--- config.mk ---
export PLATFORM = sky130hd
export DESIGN_NAME = ps2_key_decoder
export DESIGN_NICKNAME = d
export VERILOG_FILES = /design/src/rtl/ps2_key_decoder.sv
export SDC_FILE = /design/constraint.sdc
export NUM_CORES = 1
export LEC_CHECK = 0
export BUFFER_PORTS_ARGS = -buffer_cell sky130_fd_sc_hd__clkbuf_2
export CORE_ASPECT_RATIO = 1.5
export CORE_UTILIZATION = 45
export CTS_CLUSTER_DIAMETER = 200
export DETAILED_ROUTE_END_ITERATION = 12
export PLACE_DENSITY = 0.69
export SLEW_MARGIN = 20
export SYNTH_ARGS = -nofsm -noshare
export SYNTH_HDL_FRONTEND = slang
export SYNTH_SLANG_ARGS = --single-unit
--- constraint.sdc ---
create_clock -name clk -period 2.4 [get_ports clk]
set_clock_uncertainty 0.2 [all_clocks]
set_input_delay 0.24 -clock clk [delete_from_list [all_inputs] [get_ports clk]]
set_output_delay 0.24 -clock clk [all_outputs]
set_load 0.02 [all_outputs]
--- src/rtl/ps2_key_decoder.sv ---
// PS/2 keyboard receiver: pin synchronisers, ps2c glitch filter, 11-bit frame FSM,
// E0/F0 prefix tracking and held state of five game keys. Optional macro: WASD_ALIAS_EN.
module ps2_key_decoder #(
  parameter int FILTER_LEN  = 8,
  parameter int TIMEOUT_CYC = 100000
) (
  input  logic       clk,
  input  logic       rst,
  input  logic       ps2c,
  input  logic       ps2d,
  output logic [4:0] move_state,
  output logic [7:0] scan_code,
  output logic       code_valid,
  output logic       frame_err
);

  localparam int FW = $clog2(FILTER_LEN + 1);
  localparam int TW = $clog2(TIMEOUT_CYC + 1);

  typedef enum logic [1:0] {IDLE, RECV, CHECK} state_t;

  state_t        state, state_next;
  logic [1:0]    c_sync, d_sync;
  logic          filt;
  logic [FW-1:0] fcnt;
  logic          flip, strobe;
  logic [10:0]   shreg;
  logic [3:0]    bit_cnt;
  logic [TW-1:0] tmo_cnt;
  logic          tmo_hit;
  logic          frame_ok;
  logic [7:0]    rx_byte;
  logic          ext, brk;
  logic [3:0]    arrow;
  logic          space;

  // Synchronisers idle high, matching an undriven PS/2 bus.
  // NOTE: every clocked process uses non-blocking assignments so all flops update together.
  always_ff @(posedge clk or negedge rst) begin
    if (!rst) begin
      c_sync <= 2'b11;
      d_sync <= 2'b11;
    end else begin
      c_sync <= {c_sync[0], ps2c};
      d_sync <= {d_sync[0], ps2d};
    end
  end

  // Filtered level flips on the FILTER_LEN-th consecutive differing sample.
  assign flip   = (c_sync[1] != filt) && (fcnt == FW'(FILTER_LEN - 1));
  assign strobe = flip && filt;

  always_ff @(posedge clk or negedge rst) begin
    if (!rst) begin
      filt <= 1'b1;
      fcnt <= '0;
    end else if (c_sync[1] == filt) begin
      fcnt <= '0;
    end else if (flip) begin
      filt <= c_sync[1];
      fcnt <= '0;
    end else begin
      fcnt <= fcnt + 1'b1;
    end
  end

  assign tmo_hit  = (tmo_cnt == TW'(TIMEOUT_CYC - 1));
  assign rx_byte  = shreg[8:1];
  assign frame_ok = !shreg[0] && shreg[10] && (^shreg[9:1]);

  always_ff @(posedge clk or negedge rst) begin
    if (!rst) state <= IDLE;
    else      state <= state_next;
  end

  // NOTE: next state takes a default before the case so no path leaves it unassigned (no latch).
  always_comb begin
    state_next = state;
    unique case (state)
      IDLE:    if (strobe) state_next = RECV;
      RECV: begin
        if (strobe && bit_cnt == 4'd10) state_next = CHECK;
        else if (!strobe && tmo_hit)    state_next = IDLE;
      end
      CHECK:   state_next = IDLE;
      default: state_next = IDLE;
    endcase
  end

  // Bits arrive LSB first, so they enter at the top and end with start bit in shreg[0].
  always_ff @(posedge clk or negedge rst) begin
    if (!rst) begin
      shreg   <= '0;
      bit_cnt <= '0;
      tmo_cnt <= '0;
    end else begin
      case (state)
        IDLE: begin
          tmo_cnt <= '0;
          if (strobe) begin
            shreg   <= {d_sync[1], shreg[10:1]};
            bit_cnt <= 4'd1;
          end
        end
        RECV: begin
          if (strobe) begin
            shreg   <= {d_sync[1], shreg[10:1]};
            bit_cnt <= bit_cnt + 1'b1;
            tmo_cnt <= '0;
          end else if (tmo_hit) begin
            bit_cnt <= '0;
            tmo_cnt <= '0;
          end else begin
            tmo_cnt <= tmo_cnt + 1'b1;
          end
        end
        default: begin
          bit_cnt <= '0;
          tmo_cnt <= '0;
        end
      endcase
    end
  end

`ifdef WASD_ALIAS_EN
  logic [3:0] wasd;
`endif

  always_ff @(posedge clk or negedge rst) begin
    if (!rst) begin
      scan_code  <= '0;
      code_valid <= 1'b0;
      frame_err  <= 1'b0;
      ext        <= 1'b0;
      brk        <= 1'b0;
      arrow      <= '0;
      space      <= 1'b0;
`ifdef WASD_ALIAS_EN
      wasd       <= '0;
`endif
    end else begin
      code_valid <= 1'b0;
      frame_err  <= 1'b0;
      if (state == CHECK) begin
        if (frame_ok) begin
          code_valid <= 1'b1;
          scan_code  <= rx_byte;
          if (rx_byte == 8'hE0) begin
            ext <= 1'b1;
          end else if (rx_byte == 8'hF0) begin
            brk <= 1'b1;
          end else begin
            ext <= 1'b0;
            brk <= 1'b0;
            if (ext) begin
              case (rx_byte)
                8'h75:   arrow[0] <= !brk;
                8'h6B:   arrow[1] <= !brk;
                8'h74:   arrow[2] <= !brk;
                8'h72:   arrow[3] <= !brk;
                default: ;
              endcase
            end else begin
              case (rx_byte)
                8'h29:   space   <= !brk;
`ifdef WASD_ALIAS_EN
                8'h1D:   wasd[0] <= !brk;
                8'h1C:   wasd[1] <= !brk;
                8'h23:   wasd[2] <= !brk;
                8'h1B:   wasd[3] <= !brk;
`endif
                default: ;
              endcase
            end
          end
        end else begin
          frame_err <= 1'b1;
          ext       <= 1'b0;
          brk       <= 1'b0;
        end
      end else if (state == RECV && !strobe && tmo_hit) begin
        ext <= 1'b0;
        brk <= 1'b0;
      end
    end
  end

`ifdef WASD_ALIAS_EN
  assign move_state = {space, arrow | wasd};
`else
  assign move_state = {space, arrow};
`endif

endmodule

# Yosys cells after proc, flatten, opt, wreduce, memory -nomap -nowiden
# Cells that the tools add are included.
# word_totals
register_bits	60
# classes
add_sub_neg	3
eq_ne	19
mux	26
n_bitwise	4
n_reduce_logical	27
# ops
op	n
two-way mux 17 bit	3
equality test 8 x 7 -> 1 bit (second input constant)	4
AND reduction 6 bit	5
two-way mux 4 bit	5
adder 17 x 1 -> 17 bit (second input constant)	1
equality test 17 bit (second input constant)	1
equality test 8 bit (second input constant)	2
AND reduction 2 bit	7
two-way mux 1 bit	13
inequality test 3 bit (second input constant)	3
XOR reduction 9 bit	1
adder 4 x 1 -> 4 bit (second input constant)	2
equality test 8 x 6 -> 1 bit (second input constant)	1
logical AND 1 bit	8
case mux 4 bit (2 select lines)	1
two-way mux 2 bit	3
equality test 4 x 3 -> 1 bit (second input constant)	1
equality test 4 bit (second input constant)	1
inequality test 4 bit (second input constant)	1
NOT 1 bit	4
case mux 2 bit (2 select lines)	1
logical NOT 1 bit	3
equality test 2 x 1 -> 1 bit (second input constant)	1
equality test 2 bit (second input constant)	1
6 further kinds	6

# Depth between registers and ports, before layout
# depth
ltp_word	8
depth_mapped	8

# Worst setup path before layout
# Ideal clock, no wire load.
# synth_path
path_kind	register to register
from	reg shreg[1]
to	reg space
setup_time_ps	79
arrival_ps	1941
required_ps	2121
path_slack_ps	179
stages_incl_launch_ff	8
path_buffers	0
cell_sequence	dfrtp_1 -> inv_1 -> ha_1 -> xnor3_1 -> xnor2_1 -> nand2_1 -> nor4_1 -> mux2i_1
# synth_between
elab_chain_len	3
elab_cells_between_ends	8
# synth_rtl
item	line	text
start, declared	27	logic [10:0] shreg;
start signal, assigned	101	shreg <= {d_sync[1], shreg[10:1]};
start signal, assigned	107	shreg <= {d_sync[1], shreg[10:1]};
equality test 8 bit, or another cell as far along	150	end else if (rx_byte == 8'hF0) begin
NOT 1 bit (no line) or logical AND 1 bit (tied branches)	n/a	
AND reduction 6 bit (no line) *	n/a	
end signal, assigned	165	8'h29: space <= !brk;
end, declared	35	logic space;
# Mark *: on every way between the ends. The rest lies on a longest branch, timed or not.
# A chain may end at the register's enable or synchronous reset.

# Worst setup path in the final report
# layout_path
from	reg shreg[5]
to	reg arrow[3]
# layout_between
elab_chain_len	3
elab_cells_between_ends	8
# layout_rtl
item	line	text
equality test 8 bit, or another cell as far along	150	
NOT 1 bit (no line) or logical AND 1 bit (tied branches)	n/a	
AND reduction 6 bit (no line) *	n/a	
end signal, assigned	160	8'h72: arrow[3] <= !brk;
end, declared	34	logic [3:0] arrow;
# Marked as above.

==> impl_metrics.ini <==
[outcome]
status = finished, final reports clean

[clocking]
cts-root-buf = clkbuf_8
clock_latency_ns = 0.35
cts-htree-levels = 3
cts_made_buffers = 9
clockBufferDepth = 2
clock_sinks = 60
cts_tree = yes
path_clk_slew_ns = 0.07

[logic_synthesis]
synth_top_cell_area_share_pct = 49.0
ys_seq_elements = 60
synth_cell_types = 40
yosysWarnings = 0
synth_nets = 287
synth_top_area_cell = dfrtp_1
synthCells = 267
postSynthAreaPerCell_um2 = 10.5
async_flop_share_pct = 100
synthTopCellsByArea = dfrtp_1, ha_1, dfstp_2
syn_area_um2 = 2810
ys_seq_area_share_pct = 53.7
synth_edf_count = 0
synth-main-ff-cell = dfrtp_1

[timing]
rsz0062_at_grt = true
finalHoldViolations = 0
fin_crit_ns = 2.32
fin_crit_sh_pct = 96.6
max_slew_margin_pct = 63.5
setup_slack_ns = 0.0826
tightest_slew_ns = 0.548
slew_violations = 0
fmax_mhz = 432
setup_viol = 0

[place]
dp_cells = 363
io_buffers = 18
dpl_worst_slack_ns = 0.104
place_hpwl_mm = 3.70
place.gp.congestion = 0.780
dpl_cell_area_um2 = 3080

[detailed_routing]
via_per_inst = 5.22
firstDrtPassIters = 4
drc = 0
drtIter0Drc = 114
avgRoutedWirePerCell_um = 13.9
vias = 2000
drt-total-wl_mm = 5.32
drt.antenna.violating_nets = 0

[global_routing]
grt_pass1_vias = 2047
grtUsageTotal_pct = 19.0
grt_pass1_wl_mm = 9.16
antenna_found_initial = 0
grt_max_degree = 40
overflow = 0

[setup_path]
rr_endpoint = arrow[3]
cp_num_buf_inv = 2
critPathLaunchType = register
crit_fanout = 14
cp.required_ns = 2.49
endpoint_kind = register
crit_family = XOR/XNOR gates
critPathKind = reg -> reg
crit_path_cell_trace = inv_1 > ha_1 > xnor3_1 > xnor2_2 > nand2_2 > buf_4 > or3_1 > nand2_1
critical-path-slowest-cell = xnor3_1
cpPeakStageDelay_ns = 0.42
ff2ff_path_depth = 8
critPathLaunch = shreg[5]
r2r_slack_ns = 0.08
cp.arrival_ns = 2.41
r2r-start = shreg[5]

[final_layout]
syn2layout_area_growth_pct = 17.7
diodes = 0
nets = 326
finalInstanceArea_um2 = 3310
drive_gt1_share_pct = 19.3
seq_area_um2 = 1510
fin_cells = 383
fill_cells = 532
multi_input_area_um2 = 1210

[die]
start_util_pct = 47.5
die_w_um = 66.5
core_um2 = 5910
dieArea_um2 = 6570
die_h_um = 98.8
io_pins = 19
row_count = 34

[power_and_ir_drop]
powerDensity_nw_per_um2 = 605
clkPwrFrac_pct = 41.4
ir_worst_vdd_mv = 0.515
power_frac_comb_pct = 4.7
seq_power_share_pct = 53.9
switching_share_pct = 23.9
p_leak_nw = 1.54
internal_power_mw = 1.52
p_switching_mw = 0.479
p_total_mw = 2.00

[min_path]
hp-start = c_sync[0]
hold_path.class = reg -> reg
min_to = c_sync[1]
min_path_cells = 0

[flow_run]
maxCapViolCount = 0
## cell usage after synthesis, types with 4 or more instances
library cell and instances:
nor3_1 4, o21ai_0 22, dfstp_2 5, dfrtp_1 55, mux2_2 4, and3_1 7
inv_1 16, nand3_1 10, xnor2_1 9, nand2_1 34, xor2_1 10, nand4_1 5
nor2_1 23, ha_1 16, a21oi_1 4, or3_1 7
## power by group through the flow
stage          clock (mW)  combinational (mW)  sequential (mW)
2_1_floorplan           0              0.0580             1.09
3_3_place_gp            0              0.0923             1.09
3_5_place_dp            0              0.0926             1.10
4_1_cts             0.856              0.0976             1.08
5_1_grt             0.895               0.111             1.08
6_report            0.830              0.0941             1.08
## per-layer routing
metal  wire length (um)  global-route usage, %  up-vias
li1                   -                      -      984
met1               2200                   20.2      984
met2               2850                   32.6       22
met3                152                   6.25       10
met4                116                   9.66        0
met5                  0                      0        -
## cells in the final DEF (no fill, tap or decap), drive strengths merged, types with 3 or more instances in the layout
master / Yosys / routed
dfrtp: 55 / 55
nand2: 34 / 34
clkbuf: 3 / 30
nor2: 23 / 23
o21ai: 22 / 22
inv: 16 / 16
ha: 16 / 16
buf: 4 / 14
nand3: 10 / 10
xor2: 10 / 10
xnor2: 9 / 9
and3: 7 / 7
or3: 7 / 7
nand4: 5 / 5
dfstp: 5 / 5
nor3: 4 / 4
a21oi: 4 / 4
mux2: 4 / 4
a31oi: 3 / 3
a2bb2oi: 3 / 3
dlygate4sd3: 0 / 3
## registers in the layout, indices dropped and copies added, names as in the netlist
register and count:
arrow 4, bit_cnt 4, brk 1, c_sync 2, code_valid 1, d_sync 2
ext 1, fcnt 4, filt 1, frame_err 1, scan_code 8, shreg 11
space 1, state 2, tmo_cnt 17
## final cells by class
cell class	count	share of cell area [%]
repair buffers	35	7.95
clock inverters	4	0.757
clock buffers	12	4.69
inverters	16	1.82
flip-flops and latches	60	45.6
well taps	72	2.72
multi-input cells	184	36.5
## worst max-delay path by stage
stage          endpoint  slack [ns]  depth (start not counted)
2_1_floorplan     space        0.18                          7
3_3_place_gp   arrow[3]        0.20                          8
3_5_place_dp   arrow[2]        0.10                          8
4_1_cts        arrow[2]        0.06                          8
5_1_grt           space       -0.03                          7
6_report       arrow[3]        0.08                          8
## cell families (layout without fill, tap and decap cells)
| kind of cell | Yosys count | in the layout | share of synthesized area, % |
|---|---|---|---|
| AOI/OAI and AO/OA | 36 | 36 | 7.26 |
| xor gates and xnor gates | 20 | 20 | 6.72 |
| adders and majority gates | 16 | 16 | 7.12 |
| buffers and inverters | 23 | 67 | 3.78 |
| DFF | 60 | 60 | 53.7 |
| muxes | 5 | 5 | 1.96 |
| and+or+nand+nor | 107 | 107 | 19.5 |
## through the flow
step	hold WS [ns]	util, %	setup TNS, ns
2_1_floorplan	-0.256	-	0
3_3_place_gp	0.0605	52.1	0
3_5_place_dp	0.0593	52.1	0
4_1_cts	0.152	55.6	0
5_1_grt	0.159	55.9	-0.0767
6_report	0.149	55.9	0
## repair_timing
item,CTS,global route
hold buffers,3,0
endpoints found under the hold margin,20,0
resized for setup,0,2
endpoints found under the setup margin,0,6
setup buffers,0,1
No activity file was read; power rests on OpenSTA's default activity.
